==> src/rtl/branch_predictor.sv <==
// Fetch-side branch predictor: direct-mapped BTB with 2-bit saturating counters,
// trained by resolved branches, plus a registered mispredict/redirect and perf counters.
module branch_predictor #(
    parameter int unsigned ENTRIES = 16,
    parameter int unsigned IDX_W   = $clog2(ENTRIES)
) (
    input  logic        clk,
    input  logic        reset,
    input  logic [31:0] pc_if,
    output logic        pred_take,
    output logic [31:0] pred_target,
    input  logic        upd_valid,
    input  logic [31:0] upd_pc,
    input  logic        upd_taken,
    input  logic [31:0] upd_target,
    input  logic        upd_pred_take,
    input  logic [31:0] upd_pred_target,
    output logic        mispredict,
    output logic [31:0] redirect_pc,
    output logic [31:0] branch_cnt,
    output logic [31:0] miss_cnt
);

    localparam int unsigned TAG_W = 30 - IDX_W;

    logic             valid_q  [ENTRIES];
    logic [TAG_W-1:0] tag_q    [ENTRIES];
    logic [31:0]      target_q [ENTRIES];
    logic [1:0]       ctr_q    [ENTRIES];

    logic [IDX_W-1:0] if_idx, upd_idx;
    logic [TAG_W-1:0] if_tag, upd_tag;
    logic             if_hit, upd_hit;

    logic             wr_en;
    logic [1:0]       wr_ctr;
    logic [31:0]      wr_target;
    logic             miss_cond;
    logic [31:0]      redirect_d;

    logic             mispredict_q;
    logic [31:0]      redirect_q;
    logic [31:0]      branch_cnt_q;
    logic [31:0]      miss_cnt_q;

    // Byte-offset bits never take part in indexing or tagging.
    logic unused_pc_bits;
    assign unused_pc_bits = ^{pc_if[1:0], upd_pc[1:0]};

    assign if_idx  = pc_if[IDX_W+1:2];
    assign if_tag  = pc_if[31:IDX_W+2];
    assign upd_idx = upd_pc[IDX_W+1:2];
    assign upd_tag = upd_pc[31:IDX_W+2];

    // Lookup sees pre-update contents; there is deliberately no write bypass.
    always_comb begin
        if_hit      = valid_q[if_idx] && (tag_q[if_idx] == if_tag);
        pred_take   = if_hit && ctr_q[if_idx][1];
        pred_target = pred_take ? target_q[if_idx] : 32'd0;
    end

    always_comb begin
        upd_hit   = valid_q[upd_idx] && (tag_q[upd_idx] == upd_tag);
        wr_en     = 1'b0;
        wr_ctr    = ctr_q[upd_idx];
        wr_target = target_q[upd_idx];
        if (upd_valid) begin
            if (upd_hit) begin
                wr_en = 1'b1;
                if (upd_taken) begin
                    wr_ctr    = (ctr_q[upd_idx] == 2'd3) ? 2'd3 : ctr_q[upd_idx] + 2'd1;
                    wr_target = upd_target;
                end else begin
                    wr_ctr = (ctr_q[upd_idx] == 2'd0) ? 2'd0 : ctr_q[upd_idx] - 2'd1;
                end
            end else if (upd_taken) begin
                // Allocation evicts whatever aliases into this slot.
                wr_en     = 1'b1;
                wr_ctr    = 2'd2;
                wr_target = upd_target;
            end
        end
    end

    always_comb begin
        miss_cond  = (upd_taken != upd_pred_take) ||
                     (upd_taken && (upd_target != upd_pred_target));
        redirect_d = upd_taken ? upd_target : upd_pc + 32'd4;
    end

    always_ff @(posedge clk) begin
        if (reset) begin
            for (int i = 0; i < int'(ENTRIES); i++) begin
                valid_q[i]  <= 1'b0;
                tag_q[i]    <= '0;
                target_q[i] <= 32'd0;
                ctr_q[i]    <= 2'd1;
            end
        end else if (wr_en) begin
            valid_q[upd_idx]  <= 1'b1;
            tag_q[upd_idx]    <= upd_tag;
            target_q[upd_idx] <= wr_target;
            ctr_q[upd_idx]    <= wr_ctr;
        end
    end

    always_ff @(posedge clk) begin
        if (reset) begin
            mispredict_q <= 1'b0;
            redirect_q   <= 32'd0;
            branch_cnt_q <= 32'd0;
            miss_cnt_q   <= 32'd0;
        end else begin
            mispredict_q <= upd_valid && miss_cond;
            if (upd_valid) begin
                redirect_q   <= redirect_d;
                branch_cnt_q <= branch_cnt_q + 32'd1;
                if (miss_cond) begin
                    miss_cnt_q <= miss_cnt_q + 32'd1;
                end
            end
        end
    end

    assign mispredict  = mispredict_q;
    assign redirect_pc = redirect_q;
    assign branch_cnt  = branch_cnt_q;
    assign miss_cnt    = miss_cnt_q;

endmodule

==> config.mk <==
export PLATFORM = sky130hd
export DESIGN_NAME = branch_predictor
export DESIGN_NICKNAME = d
export VERILOG_FILES = /design/src/rtl/branch_predictor.sv
export SDC_FILE = /design/constraint.sdc
export NUM_CORES = 2
export LEC_CHECK = 0
export BUFFER_PORTS_ARGS = -buffer_cell sky130_fd_sc_hd__buf_4
export CORE_UTILIZATION = 60
export DETAILED_ROUTE_END_ITERATION = 7
export HOLD_SLACK_MARGIN = 0.15
export PLACE_DENSITY = 0.78
export SYNTH_ARGS = -nofsm -noshare
export SYNTH_HDL_FRONTEND = slang
export SYNTH_SLANG_ARGS = --single-unit
==> constraint.sdc <==
create_clock -name clk -period 11.3 [get_ports clk]
set_clock_uncertainty 0.1 [all_clocks]
set_input_delay 3.39 -clock clk [delete_from_list [all_inputs] [get_ports clk]]
set_output_delay 3.39 -clock clk [all_outputs]
set_load 0.01 [all_outputs]
==> impl_metrics.toml <==
[pwr]
leakage_nw = 23.3
powerDensity_nw_per_um2 = 152
power_mw = 9.19
vdd_drop_max_uv = 123

[floorplan]
die_x_um = 302
die_y_um = 302
ioPinCount = 263
coreArea_um2 = 88800
start_util_pct = 60.9
rows = 109
design.die.area_um2 = 91300

[clocking]
cts_setup_buffers = 0
clk_pin_slew_ps = 60
cts_tree = "done"
clock_latency_ps = 720
clk_path_buf_depth = 3
cts.sinks = 1073
cts-htree-levels = 3
hold_buffers = 0
cts.root.buffer_cell = "clkbuf_16"
cts_buffers = 110
post_cts_resize_count = 0

[worst_setup_path]
slowest_delay_ps = 760
critPathLaunchType = "primary input"
critPathArrivalTime_ps = 7000
crit_type = "primary input to output pin"
critPathLaunch = "pc_if[2]"
cp-end-kind = "output pin"
crit_chain = "buf_8 > buf_4 > buf_4 > nand3_1 > o21ai_0 > mux4_2 > a21oi_1 > nor4_1 > nand4_1 > buf_4 > nor2b_1 > buf_4"
crit_required_ps = 7810
endpoint = "pred_target[23]"
path_buf_inv = 5
r2r-end = "tag_q[4][19]$_SDFFCE_PN0P_"
crit_path_frequent_cell = "buf_4"
critical_path.top_delay_family = "buffers and inverters"
ff2ff_path_depth = 12
path_depth = 12
rr_startpoint = "tag_q[6][14]$_SDFFCE_PN0P_"
rrSetupSlack_ps = 5960
critPathMaxFanout = 41
slowest_stage = "buf_4"

[synthesis]
synth_cells = 3863
netlist_top_cells_count = "edfxtp_1 (960), and3_1 (723), mux4_2 (376), clkbuf_1 (311), nor2_1 (203)"
synth.avg_cell_area_um2 = 14.0
synth_top_area_share_pct = 53.3
synth_area_leaders = "edfxtp_1 (53%), mux4_2 (16%), and3_1 (8.4%)"
yosysUniqueCellTypes = 72
netlist_area_um2 = 54100
ys_seq_area_share_pct = 57.5
yosysTopAreaCell = "edfxtp_1"
syn-num-nets = 4002
synth_edf_count = 960
synth-seq-cells = 1073
async_flop_share_pct = 0
synth_flop_cell = "edfxtp_1"
synth.most_common_cell = "edfxtp_1"
ys_warn_count = 0

[cells_and_area]
postLayoutCellArea_um2 = 60300
final_cells = 5172
utilization_pct = 67.9
fillCellCount = 5908
syn_to_final_growth_pct = 11.5
final_nets = 4043
drive_gt1_share_pct = 24.1
multi_input_comb_area_um2 = 21300
final-seq-area_um2 = 31100

[route]
route.detailed.drc = 0
wl_per_cell_um = 32.8
dr_total_vias = 37000
dr.pass1.iters = 6
wl_mm = 170
viasPerCell = 7.15
final_antenna_net_count = 0
drt_iter0_drc = 6133

[sta]
final.min_clock_period_ps = 10490
fmax_ghz = 0.0953
worst_slew_margin_rel_pct = -2.07
finalWorstSetupSlack_ps = 809
hold_ws_ps = 382
worst_pin_slew_ps = 1530
slew_viol_final = 70
rsz0062_at_grt = "no"
hold_viol_final = 0
setup_viol_count_final = 0
setup_tns_ps = 0
fin_crit_sh_pct = 92.8

[run]
maxCapViolations = 0

[global_routing]
grt_pass1_wl_mm = 242
grt_pass1_vias = 36100
grt_max_degree = 376
gr-total-overflow = 0
antenna_found_initial = 7
grt_use_total_pct = 37.1

[status]
status = "finished with violations"
violations = "max-slew violations"

[worst_hold_path]
hp-start = "redirect_pc[30]$_SDFFE_PP0P_"
min_path_type = "register to register"

[placement]
dpl_worst_slack_ps = 777
place_area_um2 = 56800
place_inst = 4957
port_buffers = 260
gp_congestion = 0.949
dpl.hpwl_mm = 96.1
==> cells by family after synthesis <==
logic type               Yosys count  share of synthesized area, %
multiplexers                     520                          18.3
XOR/XNOR                         168                          2.72
AND/OR/NAND/NOR                 1427                          15.0
AO/OA/AOI/OAI                    207                          2.52
buffers and inverters            461                          3.77
adder cells (fa/ha/maj)            7                         0.157
flip-flops                      1073                          57.5
==> cells in the final DEF (no fill, tap or decap), types with 59 or more instances in the layout <==
master,instances
edfxtp_1,960
nand2_1,102
buf_4,339
clkbuf_16,111
mux2i_1,138
nand3_1,59
dfxtp_1,113
nor2_1,202
nor2b_1,176
xnor2_1,87
xor2_1,81
mux4_2,376
and3_1,719
==> power by group <==
group	total [mW]	internal (mW)	switching (mW)
Combinational	1.02	0.409	0.615
Clock	3.56	1.99	1.58
Sequential	4.60	4.52	0.0865
==> worst reg2reg max path, cell delays in order, from the launching register on <==
cell and delay (ps):
edfxtp_1 410, mux4_2 480, mux2i_1 190, xor2_1 560, nand3_1 180, o31a_1 150
or4_1 570, nor4_4 380, buf_4 280, a31oi_4 90, buf_4 380, nand2_2 720
buf_4 470
==> metal layers <==
metal / global-route usage [%] / vias up / share of wire [%]
met5: 1.04 / - / 0.095
met4: 21.7 / 6 / 6.1
met2: 56.4 / 3212 / 46
li1: - / 14900 / -
met3: 9.92 / 611 / 15
met1: 48.3 / 18200 / 33
==> area by class of cell <==
cell class,count,share of cell area [%]
Inverter,37,0.232
Multi-Input combinational cell,2329,35.3
Clock buffer,140,4.82
Timing Repair Buffer,353,4.64
Sequential cell,1073,51.5
Antenna cell,8,0.0332
Clock inverter,67,0.998
Tap cell,1165,2.42
==> how the worst min path moves through the flow <==
| stage | endpoint | slack [ps] | depth (start not counted) |
|---|---|---|---|
| floorplan | valid_q[6]$_DFF_P_ | 350 | 2 |
| global placement | redirect_pc[31]$_SDFFE_PP0P_ | 360 | 2 |
| detailed placement | redirect_pc[30]$_SDFFE_PP0P_ | 370 | 2 |
| CTS | redirect_pc[30]$_SDFFE_PP0P_ | 380 | 2 |
| global route | redirect_pc[31]$_SDFFE_PP0P_ | 390 | 2 |
| finish | redirect_pc[30]$_SDFFE_PP0P_ | 380 | 2 |
==> registers in the layout (all words and copies together) (netlist names) <==
name         count
branch_cnt      32
ctr_q           32
mispredict       1
miss_cnt        32
redirect_pc     32
tag_q          416
target_q       512
valid_q         16
(Power assumes the default switching activity.)
